`src/rtl/calc1_port_driver.sv`:
```
// calc1_port_driver: request FIFO plus a send/wait sequencer
// for one requester port of the CALC1 calculator.
module calc1_port_driver #(
  parameter int DEPTH    = 4,
  parameter int TIMEOUT  = 31,
  parameter int DATA_LAG = 0
) (
  input  logic        c_clk,
  input  logic        reset,
  input  logic        req_valid,
  output logic        req_ready,
  input  logic [3:0]  req_cmd,
  input  logic [31:0] req_op1,
  input  logic [31:0] req_op2,
  input  logic [1:0]  req_tag,
  output logic [3:0]  cmd_out,
  output logic [31:0] data_out,
  input  logic [1:0]  resp_in,
  input  logic [31:0] resp_data_in,
  output logic        rsp_valid,
  output logic [1:0]  rsp_code,
  output logic [31:0] rsp_data,
  output logic [1:0]  rsp_tag,
  output logic        rsp_timeout,
  output logic        busy,
  output logic        stray_err
);

  localparam int AW = $clog2(DEPTH);
  localparam logic [AW:0] CNT_FULL = (AW+1)'(DEPTH);
  localparam logic [7:0] TMO = 8'(TIMEOUT);

  typedef struct packed {
    logic [3:0]  cmd;
    logic [31:0] op1;
    logic [31:0] op2;
    logic [1:0]  tag;
  } req_t;

  typedef enum logic [2:0] {
    IDLE,
    SEND1,
    SEND2,
    WAIT,
    CAPTURE
  } state_t;

  req_t          mem [DEPTH];
  logic [AW-1:0] wr_ptr;
  logic [AW-1:0] rd_ptr;
  logic [AW:0]   count;
  req_t          cur;
  state_t        state;
  state_t        state_nxt;
  logic [7:0]    wait_cnt;
  logic [1:0]    code_q;
  logic          push;
  logic          pop;
  logic          resp_hit;
  logic          tmo_hit;

  assign req_ready = (count != CNT_FULL);
  assign push      = req_valid && req_ready;
  assign pop       = (state == IDLE) && (count != '0);
  assign resp_hit  = (resp_in != 2'd0);
  assign tmo_hit   = ((wait_cnt + 8'd1) == TMO);
  assign busy      = (state != IDLE) || (count != '0);

  // FIFO storage: written on an accepted request, never reset.
  always_ff @(posedge c_clk) begin
    if (push) begin
      mem[wr_ptr] <= '{req_cmd, req_op1, req_op2, req_tag};
    end
  end

  // FIFO pointers and occupancy; pointers wrap naturally.
  always_ff @(posedge c_clk) begin
    if (reset) begin
      wr_ptr <= '0;
      rd_ptr <= '0;
      count  <= '0;
    end else begin
      if (push) begin
        wr_ptr <= wr_ptr + AW'(1);
      end
      if (pop) begin
        rd_ptr <= rd_ptr + AW'(1);
      end
      if (push && !pop) begin
        count <= count + (AW+1)'(1);
      end else if (pop && !push) begin
        count <= count - (AW+1)'(1);
      end
    end
  end

  // Request in flight, captured as it leaves the FIFO head.
  always_ff @(posedge c_clk) begin
    if (reset) begin
      cur <= '0;
    end else if (pop) begin
      cur <= mem[rd_ptr];
    end
  end

  // FSM state register.
  always_ff @(posedge c_clk) begin
    if (reset) begin
      state <= IDLE;
    end else begin
      state <= state_nxt;
    end
  end

  // FSM next-state; a response in the final WAIT cycle beats timeout.
  always_comb begin
    state_nxt = state;
    unique case (state)
      IDLE: begin
        if (count != '0) begin
          state_nxt = SEND1;
        end
      end
      SEND1: state_nxt = SEND2;
      SEND2: state_nxt = WAIT;
      WAIT: begin
        if (resp_hit) begin
          state_nxt = (DATA_LAG != 0) ? CAPTURE : IDLE;
        end else if (tmo_hit) begin
          state_nxt = IDLE;
        end
      end
      CAPTURE: state_nxt = IDLE;
      default: state_nxt = IDLE;
    endcase
  end

  // FSM outputs: calculator bus is only driven in the two send beats.
  always_comb begin
    cmd_out  = 4'd0;
    data_out = 32'd0;
    unique case (1'b1)
      (state == SEND1): begin
        cmd_out  = cur.cmd;
        data_out = cur.op1;
      end
      (state == SEND2): begin
        data_out = cur.op2;
      end
      default: begin
        cmd_out  = 4'd0;
        data_out = 32'd0;
      end
    endcase
  end

  // Wait counter: cleared in SEND2, counts idle WAIT cycles.
  always_ff @(posedge c_clk) begin
    if (reset) begin
      wait_cnt <= '0;
    end else if (state == SEND2) begin
      wait_cnt <= '0;
    end else if (state == WAIT && !resp_hit) begin
      wait_cnt <= wait_cnt + 8'd1;
    end
  end

  // Completion register: one-cycle pulse, payload held between pulses.
  always_ff @(posedge c_clk) begin
    if (reset) begin
      rsp_valid   <= 1'b0;
      rsp_timeout <= 1'b0;
      rsp_code    <= '0;
      rsp_data    <= '0;
      rsp_tag     <= '0;
      code_q      <= '0;
    end else begin
      rsp_valid   <= 1'b0;
      rsp_timeout <= 1'b0;
      if (state == WAIT) begin
        if (resp_hit) begin
          if (DATA_LAG == 0) begin
            rsp_valid <= 1'b1;
            rsp_code  <= resp_in;
            rsp_data  <= resp_data_in;
            rsp_tag   <= cur.tag;
          end else begin
            code_q <= resp_in;
          end
        end else if (tmo_hit) begin
          rsp_valid   <= 1'b1;
          rsp_timeout <= 1'b1;
          rsp_code    <= 2'd0;
          rsp_data    <= 32'd0;
          rsp_tag     <= cur.tag;
        end
      end
      if (state == CAPTURE) begin
        rsp_valid <= 1'b1;
        rsp_code  <= code_q;
        rsp_data  <= resp_data_in;
        rsp_tag   <= cur.tag;
      end
    end
  end

  // Sticky flag for responses arriving when none is expected.
  always_ff @(posedge c_clk) begin
    if (reset) begin
      stray_err <= 1'b0;
    end else if (resp_hit &&
                 (state == IDLE || state == SEND1 ||
                  state == SEND2)) begin
      stray_err <= 1'b1;
    end
  end

endmodule

```
`config.mk`:
```
export PLATFORM = sky130hd
export DESIGN_NAME = calc1_port_driver
export DESIGN_NICKNAME = d
export VERILOG_FILES = /design/src/rtl/calc1_port_driver.sv
export SDC_FILE = /design/constraint.sdc
export NUM_CORES = 1
export LEC_CHECK = 0
export CAP_MARGIN = 0
export CORE_AREA = 2 2 207 209
export CTS_CLUSTER_SIZE = 24
export DETAILED_ROUTE_END_ITERATION = 7
export DIE_AREA = 0 0 209 211
export GPL_TIMING_DRIVEN = 0
export HOLD_SLACK_MARGIN = 0.02
export PLACE_DENSITY_LB_ADDON = 0.25
export SLEW_MARGIN = 25
export SYNTH_ARGS = -nofsm -noshare
export SYNTH_HDL_FRONTEND = slang
export SYNTH_SLANG_ARGS = --single-unit
```
`constraint.sdc`:
```
create_clock -name c_clk -period 2.4 [get_ports c_clk]
set_input_delay 0.24 -clock c_clk [delete_from_list [all_inputs] [get_ports c_clk]]
set_output_delay 0.24 -clock c_clk [all_outputs]
set_load 0.02 [all_outputs]
```
==> run summary <==
status: complete, no violations
Worst Path Required: 2160 ps
Detailed Route WL: 37,400 µm
synthesized net count: 1,176
Clk Latency, worst-skew pair: 570 ps
most area-hungry cell type in the Yosys netlist: edfxtp_1
Final Hold Fails: 0
top layer in use: met5
slew of the pin with the lowest slew margin: 798.5 ps
Yosys top cell area share: 0.5346
crit path launch type: flip-flop
Max Buffers Root-to-Sink: 3
Final period util: 0.9668
hpwl dp: 25,220 µm
area of the die: 44,100 µm²
GRT overflow: 0
gpl congestion: 0.7873
Worst VDD drop: 0.5352 mV
Yosys warnings: 0
WS Path Type: reg2out
Total Routing Usage GR: 0.1707
cts bufs inserted: 44
worst-path fanout max: 10
main combinational cell family by area after synthesis: multiplexers
Period minus WS final: 2320 ps
Post-DP Area: 18,370 µm²
Initial Util: 0.3767
Antenna diodes: 0
Row Count: 75
power density over the cells: 1103 nW/µm²
remaining antenna violation count: 0
complex-gate fraction of the synthesized area: 0.08114
Sink Count: 406
nets: 1,410
crit end category: primary output
Port Buf Inserts: 180
CTS tree: done
clock skew: 18.16 ps
Final setup viols: 0
top area cells in the synthesized netlist: edfxtp_1 53%, dfxtp_1 16%, mux4_2 10%, nand2_1 4.4%, a22oi_1 3.2%
I/O pin total: 184
cell leakage power: 0.006679 µW
Layout Utilization: 0.4840
largest net degree at the start of global routing: 40
CTS root buf: clkbuf_16
cell area after synthesis: 15,730 µm²
vias in the first global route: 9,574
DRT iter0 DRCs: 655
1st-pass router iterations: 5
routed len/inst: 20.07 µm
core area: 41,760 µm²
simple-gate area share of the yosys netlist: 0.08050
M1 WL: 16,460 µm
FF+latch count, synth: 406
metal3 WL: 2194 µm
initial antenna violation count: 2
Worst-path clk slew: 60 ps
Die Y: 211 µm
relative slew slack: 0.4677
first-pass GRT wire length: 56,790 µm
WP data arrival: 2080 ps
Synth Area in Adders: 0.01082
layout cells sized above 1: 0.2211
# DRC: 0
worst hold path type: in2reg
htree depth: 2
fin area: 20,210 µm²
Post-synth EDFFs: 280
total power: 22,290 µW
area delta synth->final: 28.49%
via count: 9,454
mux cell area share after synthesis: 0.1015
Die Wd: 209 µm
FMAX: 431.0 MHz
max_cap viols: 0
Async SR Flop Fraction: 0
Mean Syn Cell Area: 14.89 µm²
ys flop type: edfxtp_1
Synth cell types: 50
Via-to-Cell Ratio: 5.072
xor/xnor share of the synthesized area: 0.006682
metal2 WL: 17,990 µm
Gate Count Post-Synth: 1,056
register area share after synthesis: 0.6949
fin. max-slew vios: 0
cells in the mapped netlist, types with 5 or more instances:
cell,count
nor2b_1,36
xor2_1,6
xnor2_1,6
nor2_1,25
dfxtp_1,126
and2_1,7
mux4_2,70
o21ai_2,31
a22oi_1,66
clkbuf_1,41
edfxtp_1,280
inv_1,9
buf_2,15
ha_1,12
a21oi_1,81
nand2_1,185
buf_1,7
and3_1,5
metal layers:
metal,GRT usage,vias up
li1,-,4429
met1,0.2251,4706
met2,0.2839,265
met3,0.04222,50
met4,0.04384,4
met5,0,-
final cells by class:
| class | instances | area (µm²) |
|---|---|---|
| clock buffer | 62 | 1303 |
| multi-input combinational | 570 | 4584 |
| fill | 3619 | 21550 |
| buffer | 67 | 391.6 |
| tap | 539 | 674.4 |
| clock inverter | 19 | 264.0 |
| inverter | 10 | 45.04 |
| timing repair buffer | 191 | 2009 |
| sequential | 406 | 10940 |
per-stage QoR:
stage | hold slack (ps) | cells | setup slack, ps | setup TNS (ps)
after floorplan | 338.9 | 1056 | 16.48 | 0
after global placement | 440.8 | 1775 | -506.9 | -146000
after detailed placement | 447.6 | 1782 | -406.5 | -10700
after CTS | 41.43 | 1862 | -254.5 | -3153
after global routing | 92.56 | 1864 | -12.55 | -12.55
final | 85.33 | 1864 | 79.74 | 0
sequential cells by signal, summed over array words and instances, names as in the netlist, 3 cells and up:
register,cells
wait_cnt,8
rsp_data,32
mem,280
count,3
cur,70
path summary, 6_finish.rpt:
kind / depth (start not counted) / end / start / slack [ps]
worst max-delay path: 5 / data_out[28] / state[0] / 80
worst min-delay path: 3 / rsp_code[0] / resp_in[0] / 90
worst max register to register: 11 / count[2] / state[0] / 80
worst min register to register: 2 / cur[67] / cur[67] / 450
repair_timing:
| action | in CTS | in global routing |
|---|---|---|
| resized for setup | 141 | 39 |
| pin swaps | 0 | 1 |
| endpoints found under the hold margin | 1 | 0 |
| endpoints found under the setup margin | 39 | 44 |
| setup buffers | 1 | 2 |
| hold buffers | 1 | 0 |
power breakdown:
group,leakage (µW),switching (µW),internal [µW]
combinational,0.00231,3440,2650
sequential,0.00360,471,8560
clock,0.000772,2720,4440
kinds of logic (layout without fill, tap and decap cells):
family / after synthesis / after routing
flip-flops: 406 / 406
multiplexers: 72 / 72
XOR/XNOR: 12 / 12
buffers and inverters: 80 / 349
AO/OA/AOI/OAI: 191 / 191
AND/OR/NAND/NOR: 282 / 282
adder cells (fa/ha/maj): 13 / 13
critical path, stage by stage (launching register included):
cell and delay [ps]:
dfxtp_4 400, inv_2 70, ha_4 340, buf_4 190, nor2b_1 210, clkdlybuf4s15_2 290
cells in the final DEF, fill, tap and decap left out, types with 3 or more instances in the layout:
cell,netlist,routed
xor2_1,6,6
o21ai_2,31,31
nand4_1,3,3
edfxtp_1,280,280
and2_1,7,7
buf_1,7,7
clkdlybuf4s50_1,0,143
dlymetal6s2s_1,0,5
o21ai_0,3,3
ha_1,12,9
buf_4,2,10
mux4_2,70,70
clkbuf_8,0,8
clkbuf_16,0,47
xnor2_1,6,6
bufinv_16,0,6
nor2b_4,0,7
buf_12,3,10
buf_2,15,15
and3_4,0,4
clkdlybuf4s15_2,0,28
dfxtp_1,126,124
a22oi_1,66,64
nand2_1,185,184
clkbuf_1,41,38
buf_6,1,5
nand3_1,3,3
nand3b_1,3,3
nor2b_2,0,19
inv_1,9,7
clkinv_2,0,7
nor2_1,25,25
a21oi_1,81,81
nor2b_1,36,10
ha_4,0,3
(Power assumes the default switching activity.)
